## src/rtl/pid_pkg.sv

```systemverilog
// Shared types and constants for the time-multiplexed PID scheduler.
// No ports: imported by pid_term_calc and pid_axis_scheduler.
package pid_pkg;

  typedef logic signed [15:0] q88_t;

  typedef enum logic [1:0] {
    KP,
    KI,
    KD,
    CLR
  } gain_sel_e;

  typedef enum logic [1:0] {
    IDLE,
    FETCH,
    EXEC
  } sched_state_e;

  localparam q88_t INT_MAX = 16'sh7FFF;
  localparam q88_t INT_MIN = 16'sh8000;

endpackage

```

## src/rtl/pid_term_calc.sv

```systemverilog
// Combinational PID arithmetic for one axis (Q8.8 in, Q8.8 out).
// Ports: e, last_error, integral, kp, ki, kd -> out, next_integral.
module pid_term_calc (
  input  logic signed [15:0] e,
  input  logic signed [15:0] last_error,
  input  logic signed [15:0] integral,
  input  logic signed [15:0] kp,
  input  logic signed [15:0] ki,
  input  logic signed [15:0] kd,
  output logic signed [15:0] out,
  output logic signed [15:0] next_integral
);
  import pid_pkg::*;

  logic signed [16:0] w_diff;
  logic signed [31:0] w_p_prod;
  logic signed [31:0] w_i_prod;
  logic signed [31:0] w_d_prod;
  logic signed [15:0] w_p;
  logic signed [15:0] w_i;
  logic signed [15:0] w_d;
  logic signed [17:0] w_total;
  logic signed [16:0] w_isum;
  logic               w_unused;

  assign w_diff   = 17'(e) - 17'(last_error);
  assign w_p_prod = 32'(kp) * 32'(e);
  assign w_i_prod = 32'(ki) * 32'(integral);
  assign w_d_prod = 32'(kd) * 32'(w_diff);

  // >>>8 then truncate to 16 bits == product bits [23:8]
  assign w_p = w_p_prod[23:8];
  assign w_i = w_i_prod[23:8];
  assign w_d = w_d_prod[23:8];

  assign w_total = 18'(w_p) + 18'(w_i) + 18'(w_d);
  assign out     = w_total[17:2];

  // 17-bit sum overflows 16 bits when its top two bits differ
  assign w_isum = 17'(e) + 17'(integral);
  assign next_integral =
    (w_isum[16] != w_isum[15]) ?
      (w_isum[16] ? INT_MIN : INT_MAX) :
      w_isum[15:0];

  assign w_unused = ^{w_p_prod[31:24], w_p_prod[7:0],
                      w_i_prod[31:24], w_i_prod[7:0],
                      w_d_prod[31:24], w_d_prod[7:0],
                      w_total[1:0]};

endmodule

```

## src/rtl/pid_axis_scheduler.sv

```systemverilog
// Shares one PID datapath across NUM_AXES axes, one result per 2 cycles.
// Ports: tick/enable, packed errors, gain config port, result strobe, status.
module pid_axis_scheduler #(
  parameter  int NUM_AXES = 4,
  localparam int AXIS_W   = $clog2(NUM_AXES)
) (
  input  logic                    clk,
  input  logic                    reset_n,
  input  logic                    sample_tick,
  input  logic                    pid_en,
  input  logic [16*NUM_AXES-1:0]  err_in,
  input  logic                    cfg_we,
  input  logic [AXIS_W-1:0]       cfg_axis,
  input  logic [1:0]              cfg_sel,
  input  logic [15:0]             cfg_data,
  input  logic                    ovr_clr,
  output logic [15:0]             out_data,
  output logic [AXIS_W-1:0]       out_axis,
  output logic                    out_valid,
  output logic                    frame_done,
  output logic                    busy,
  output logic                    overrun
);
  import pid_pkg::*;

  sched_state_e      r_state;
  logic [AXIS_W-1:0] r_axis;

  q88_t r_snap [NUM_AXES];
  q88_t r_kp   [NUM_AXES];
  q88_t r_ki   [NUM_AXES];
  q88_t r_kd   [NUM_AXES];
  q88_t r_int  [NUM_AXES];
  q88_t r_last [NUM_AXES];

  q88_t r_e;
  q88_t r_skp;
  q88_t r_ski;
  q88_t r_skd;
  q88_t r_sint;
  q88_t r_slast;

  q88_t w_out;
  q88_t w_next_int;
  logic w_cfg_ok;
  logic w_last_axis;

  assign w_cfg_ok =
    {1'b0, cfg_axis} < (AXIS_W+1)'(NUM_AXES);
  assign w_last_axis =
    (r_axis == AXIS_W'(NUM_AXES - 1));

  pid_term_calc u_calc (
    .e             (r_e),
    .last_error    (r_slast),
    .integral      (r_sint),
    .kp            (r_skp),
    .ki            (r_ski),
    .kd            (r_skd),
    .out           (w_out),
    .next_integral (w_next_int)
  );

  always_ff @(posedge clk or negedge reset_n) begin
    if (!reset_n) begin
      r_state    <= IDLE;
      r_axis     <= '0;
      out_data   <= '0;
      out_axis   <= '0;
      out_valid  <= 1'b0;
      frame_done <= 1'b0;
      busy       <= 1'b0;
      overrun    <= 1'b0;
      r_e        <= '0;
      r_skp      <= '0;
      r_ski      <= '0;
      r_skd      <= '0;
      r_sint     <= '0;
      r_slast    <= '0;
      for (int k = 0; k < NUM_AXES; k++) begin
        r_snap[k] <= '0;
        r_kp[k]   <= '0;
        r_ki[k]   <= '0;
        r_kd[k]   <= '0;
        r_int[k]  <= '0;
        r_last[k] <= '0;
      end
    end else begin
      out_valid  <= 1'b0;
      frame_done <= 1'b0;
      if (ovr_clr) overrun <= 1'b0;

      unique case (r_state)
        IDLE: begin
          if (sample_tick && pid_en) begin
            for (int k = 0; k < NUM_AXES; k++)
              r_snap[k] <= err_in[16*k +: 16];
            r_axis  <= '0;
            busy    <= 1'b1;
            r_state <= FETCH;
          end
        end
        FETCH: begin
          if (sample_tick) overrun <= 1'b1;
          r_e     <= r_snap[r_axis];
          r_skp   <= r_kp[r_axis];
          r_ski   <= r_ki[r_axis];
          r_skd   <= r_kd[r_axis];
          r_sint  <= r_int[r_axis];
          r_slast <= r_last[r_axis];
          r_state <= EXEC;
        end
        EXEC: begin
          if (sample_tick) overrun <= 1'b1;
          out_data       <= w_out;
          out_axis       <= r_axis;
          out_valid      <= 1'b1;
          r_int[r_axis]  <= w_next_int;
          r_last[r_axis] <= r_e;
          if (w_last_axis) begin
            frame_done <= 1'b1;
            busy       <= 1'b0;
            r_state    <= IDLE;
          end else begin
            r_axis  <= r_axis + AXIS_W'(1);
            r_state <= FETCH;
          end
        end
        default: r_state <= IDLE;
      endcase

      // After the write-back so a clear of the same axis wins
      if (cfg_we && w_cfg_ok) begin
        unique case (gain_sel_e'(cfg_sel))
          KP:  r_kp[cfg_axis] <= cfg_data;
          KI:  r_ki[cfg_axis] <= cfg_data;
          KD:  r_kd[cfg_axis] <= cfg_data;
          CLR: begin
            r_int[cfg_axis]  <= '0;
            r_last[cfg_axis] <= '0;
          end
          default: ;
        endcase
      end
    end
  end

endmodule

```

## config.mk

```make
export PLATFORM = sky130hd
export DESIGN_NAME = pid_axis_scheduler
export DESIGN_NICKNAME = d
export VERILOG_FILES = /design/src/rtl/pid_pkg.sv /design/src/rtl/pid_term_calc.sv /design/src/rtl/pid_axis_scheduler.sv
export SDC_FILE = /design/constraint.sdc
export NUM_CORES = 2
export LEC_CHECK = 0
export CAP_MARGIN = 20
export CORE_MARGIN = 5
export CORE_UTILIZATION = 69
export CTS_CLUSTER_DIAMETER = 120
export DETAILED_ROUTE_END_ITERATION = 16
export GPL_ROUTABILITY_DRIVEN = 0
export GPL_TIMING_DRIVEN = 0
export HOLD_SLACK_MARGIN = 0.02
export PLACE_DENSITY_LB_ADDON = 0.15
export SYNTH_ARGS = -nofsm -noshare
export SYNTH_HDL_FRONTEND = slang
export SYNTH_SLANG_ARGS = --single-unit
```

## constraint.sdc

```tcl
create_clock -name clk -period 15.67 [get_ports clk]
set_input_delay 3.9175 -clock clk [delete_from_list [all_inputs] [get_ports clk]]
set_output_delay 3.9175 -clock clk [all_outputs]
set_load 0.02 [all_outputs]
```

==> impl_results.md <==
* Status: completed
* CTS buffer count at 52
* Crit Reg-Reg Endpoint: out_data[15]
* Clk_lat worst skew at 0.64 ns
* Main combinational cell family by area after synthesis: adder cells
* Pins Over Slew Limit at 0
* Fin. Hold Viols at 0
* I/O pins at 112
* Synth-to-Final Area Change at 9.18%
* Final WS setup at 3.69 ns
* Min-delay src: r_int[26]
* Pre-Repair DR Iteration Count at 6
* DRC viols at 0
* Mapped Cells at 4377
* Synthesized net count at 5313
* Setup Buffers After CTS at 0
* Relative slew slack at 0.275
* Worst EP arrival at 12.47 ns
* Min-delay worst type: reg -> reg
* Asr flop ratio synth at 1.00
* Compound-cell area share of the yosys netlist at 0.0515
* Worst-margin pin slew at 1.08 ns
* Root buffer cell: clkbuf_16
* Dpl ws at 4.15 ns
* Final setup TNS at 0 ns
* # H-tree levels at 2
* Crit-path max cell delay at 0.84 ns
* Worst Setup SP: r_e[0]
* Critical path class: reg -> reg
* GRT Residual Overflow at 0
* Seq cells post-synth at 506
* CTS tree: yes
* Peak Freq at 0.0835 GHz
* Skew final at 0.0498 ns
* R2R Path Start: r_e[0]
* Reg area at 0.0127 mm2
* Worst R2R Path Depth at 38
* Via Count at 32762
* Commonest cells post-synth: inv_1, nand2_1, fa_1
* Adder-Cell Fraction of Synth Area at 0.325
* Nets at 5486
* CP Buf/Inv Count at 10
* Hold EP: r_int[26]
* # resized after CTS at 0
* Core area at 0.0659 mm2
* Post-detail-place hpwl at 94400 um
* Share of layout cells above drive strength 1 at 0.121
* Type of origin of the critical path: flop
* Die Y at 268 um
* Worst reg2reg setup slack at 3.69 ns
* Final Cell Area at 0.0502 mm2
* Die Span X at 268 um
* Die area at 0.0719 mm2
* Mux contribution to synthesized area at 0.130
* Initial antenna violation count at 7
* Initial core utilization at 0.698
* Max cap viols at 0
* Gr usage total at 0.350
* Vias per inst at 6.00
* RSZ-0062 raised after global routing: false
* Worst hold path depth at 2
* Yosys top cell area share at 0.275
* XOR/XNOR Fraction of Synth Area at 0.0255
* DR WL/cell at 22.5 um
* Synth area leaders: dfrtp_1, fa_1, mux2_2
* Library cells used by synthesis at 67
* Slowest cell on the critical path: xnor2_1
* First-pass GRT wire length at 194000 um
* Endpoint class of the critical path: flop
* DRT iter0 DRCs at 2839
* Synth area leader: dfrtp_1
* Post-synth EDFFs at 0
* Seq/Total Area, Yosys at 0.275
* Synth Area per Inst at 10.5 um2
* Worst endpoint required time at 16.16 ns
* Number of global-route vias before repair at 34861
* Routed Wire Length at 123000 um
* Pin count of the biggest net entering global routing at 126
* Hold Slack at 0.484 ns
* Final antenna-violating net count at 0
* Layout fillers at 4347
* Max Root-Sink Buffers at 3
* Sink Count at 506
* Buffers added on ports at 111
* Most common cell in the netlist: inv_1
* # hold bufs at CTS at 0
* Period minus WS final at 11.98 ns
* Worst-path clk slew at 0.06 ns
* DP Area at 0.0483 mm2
* Top FF cell, synth: dfrtp_1
* Multi-input gate area at 0.0297 mm2
* Simple-Gate Fraction of Synth Area at 0.114
* Setup-failing EPs final at 0
* Largest delay contributor family on the critical path: adder cells
* Maximum net fanout on the critical path at 10
* Row count at 94
* Final period utilization at 0.765
* Synthesized cell area at 0.0460 mm2
* Synth warnings at 0
## cells by family after synthesis
group	count (synthesis)
and+or+nand+nor	1116
xor gates and xnor gates	129
buffers and inverters	965
adders and majority gates	846
AOI/OAI and AO/OA	379
muxes	436
DFF	506
## through the flow
step	instances	util
finish	5460	0.762
global route	5458	0.762
CTS	5455	0.762
detailed placement	5358	0.733
global placement	5352	0.731
floorplan	4377	-
## final cells by class
type,instances,share of cell area
Multi-Input combinational cell,2906,0.591
Sequential cell,506,0.252
Inverter,746,0.0558
Clock buffer,70,0.0291
Timing Repair Buffer,119,0.0253
Tap cell,864,0.0215
Buffer,219,0.0164
Clock inverter,27,0.00798
Antenna cell,3,0.000150
## cells in the final DEF, fill, tap and decap left out, types with 5 or more instances in the layout
cell type,synthesis,routed
clkinv_2,0,9
xnor2_1,94,94
or2_2,7,7
mux4_2,96,96
mux2_2,339,339
a21oi_1,123,123
o211ai_1,6,6
fa_1,578,578
o21a_1,20,20
a21boi_0,7,7
dfrtp_1,506,506
xor2_1,32,32
and2_1,260,260
or3_1,13,13
nor3_1,23,23
nand3_1,16,16
nor2_1,89,89
a31oi_1,11,11
o22ai_1,13,13
a21o_1,17,17
nand2_1,601,601
a211oi_1,14,14
o21bai_1,8,8
and3_1,7,7
nor3b_1,5,5
clkbuf_8,0,9
buf_1,20,20
clkbuf_1,198,207
ha_1,268,268
o21ai_0,104,104
nand2b_1,39,39
o31ai_1,9,9
inv_1,745,745
bufinv_16,0,7
clkinvlp_4,0,6
clkbuf_16,0,52
nor2b_1,38,38
a22o_1,8,8
clkdlybuf4s50_1,0,110
## how the worst max path moves through the flow
stage / to / slack [ns] / depth (start not counted)
2_1_floorplan: out_data[13] / 6.32 / 37
3_3_place_gp: r_kd[24] / -11.43 / 1
3_5_place_dp: out_data[15] / 4.15 / 38
4_1_cts: out_data[15] / 3.99 / 38
5_1_grt: out_data[15] / 3.27 / 38
6_report: out_data[15] / 3.69 / 38
## state kept, by name (all words and copies together), names as in the netlist, 2 cells and up
signal and cells:
r_skp 16, r_state 2, out_axis 2, r_skd 16, out_data 16, r_axis 2, r_last 64, r_kd 64
r_int 64, r_e 16, r_kp 64, r_ski 16, r_sint 16, r_snap 64, r_ki 64, r_slast 16
## per-layer routing
metal,vias up,part of all wire,track usage
li1,14173,-,-
met1,16616,0.38,0.475
met2,1584,0.46,0.546
met3,385,0.099,0.0855
met4,4,0.055,0.156
met5,-,0.00024,0
## worst reg2reg max path, delay by kind of cell, from the launching register on
family | cells | cell delay, ns
xor+xnor | 2 | 1.30
simple gates | 2 | 0.37
fa+ha+maj | 11 | 4.94
flops | 1 | 0.42
compound gates | 13 | 3.26
buf+inv | 10 | 1.55
Power is left out: the tool's default activity adds up to more than one toggle a clock period on the data nets, which glitch-free logic cannot reach.
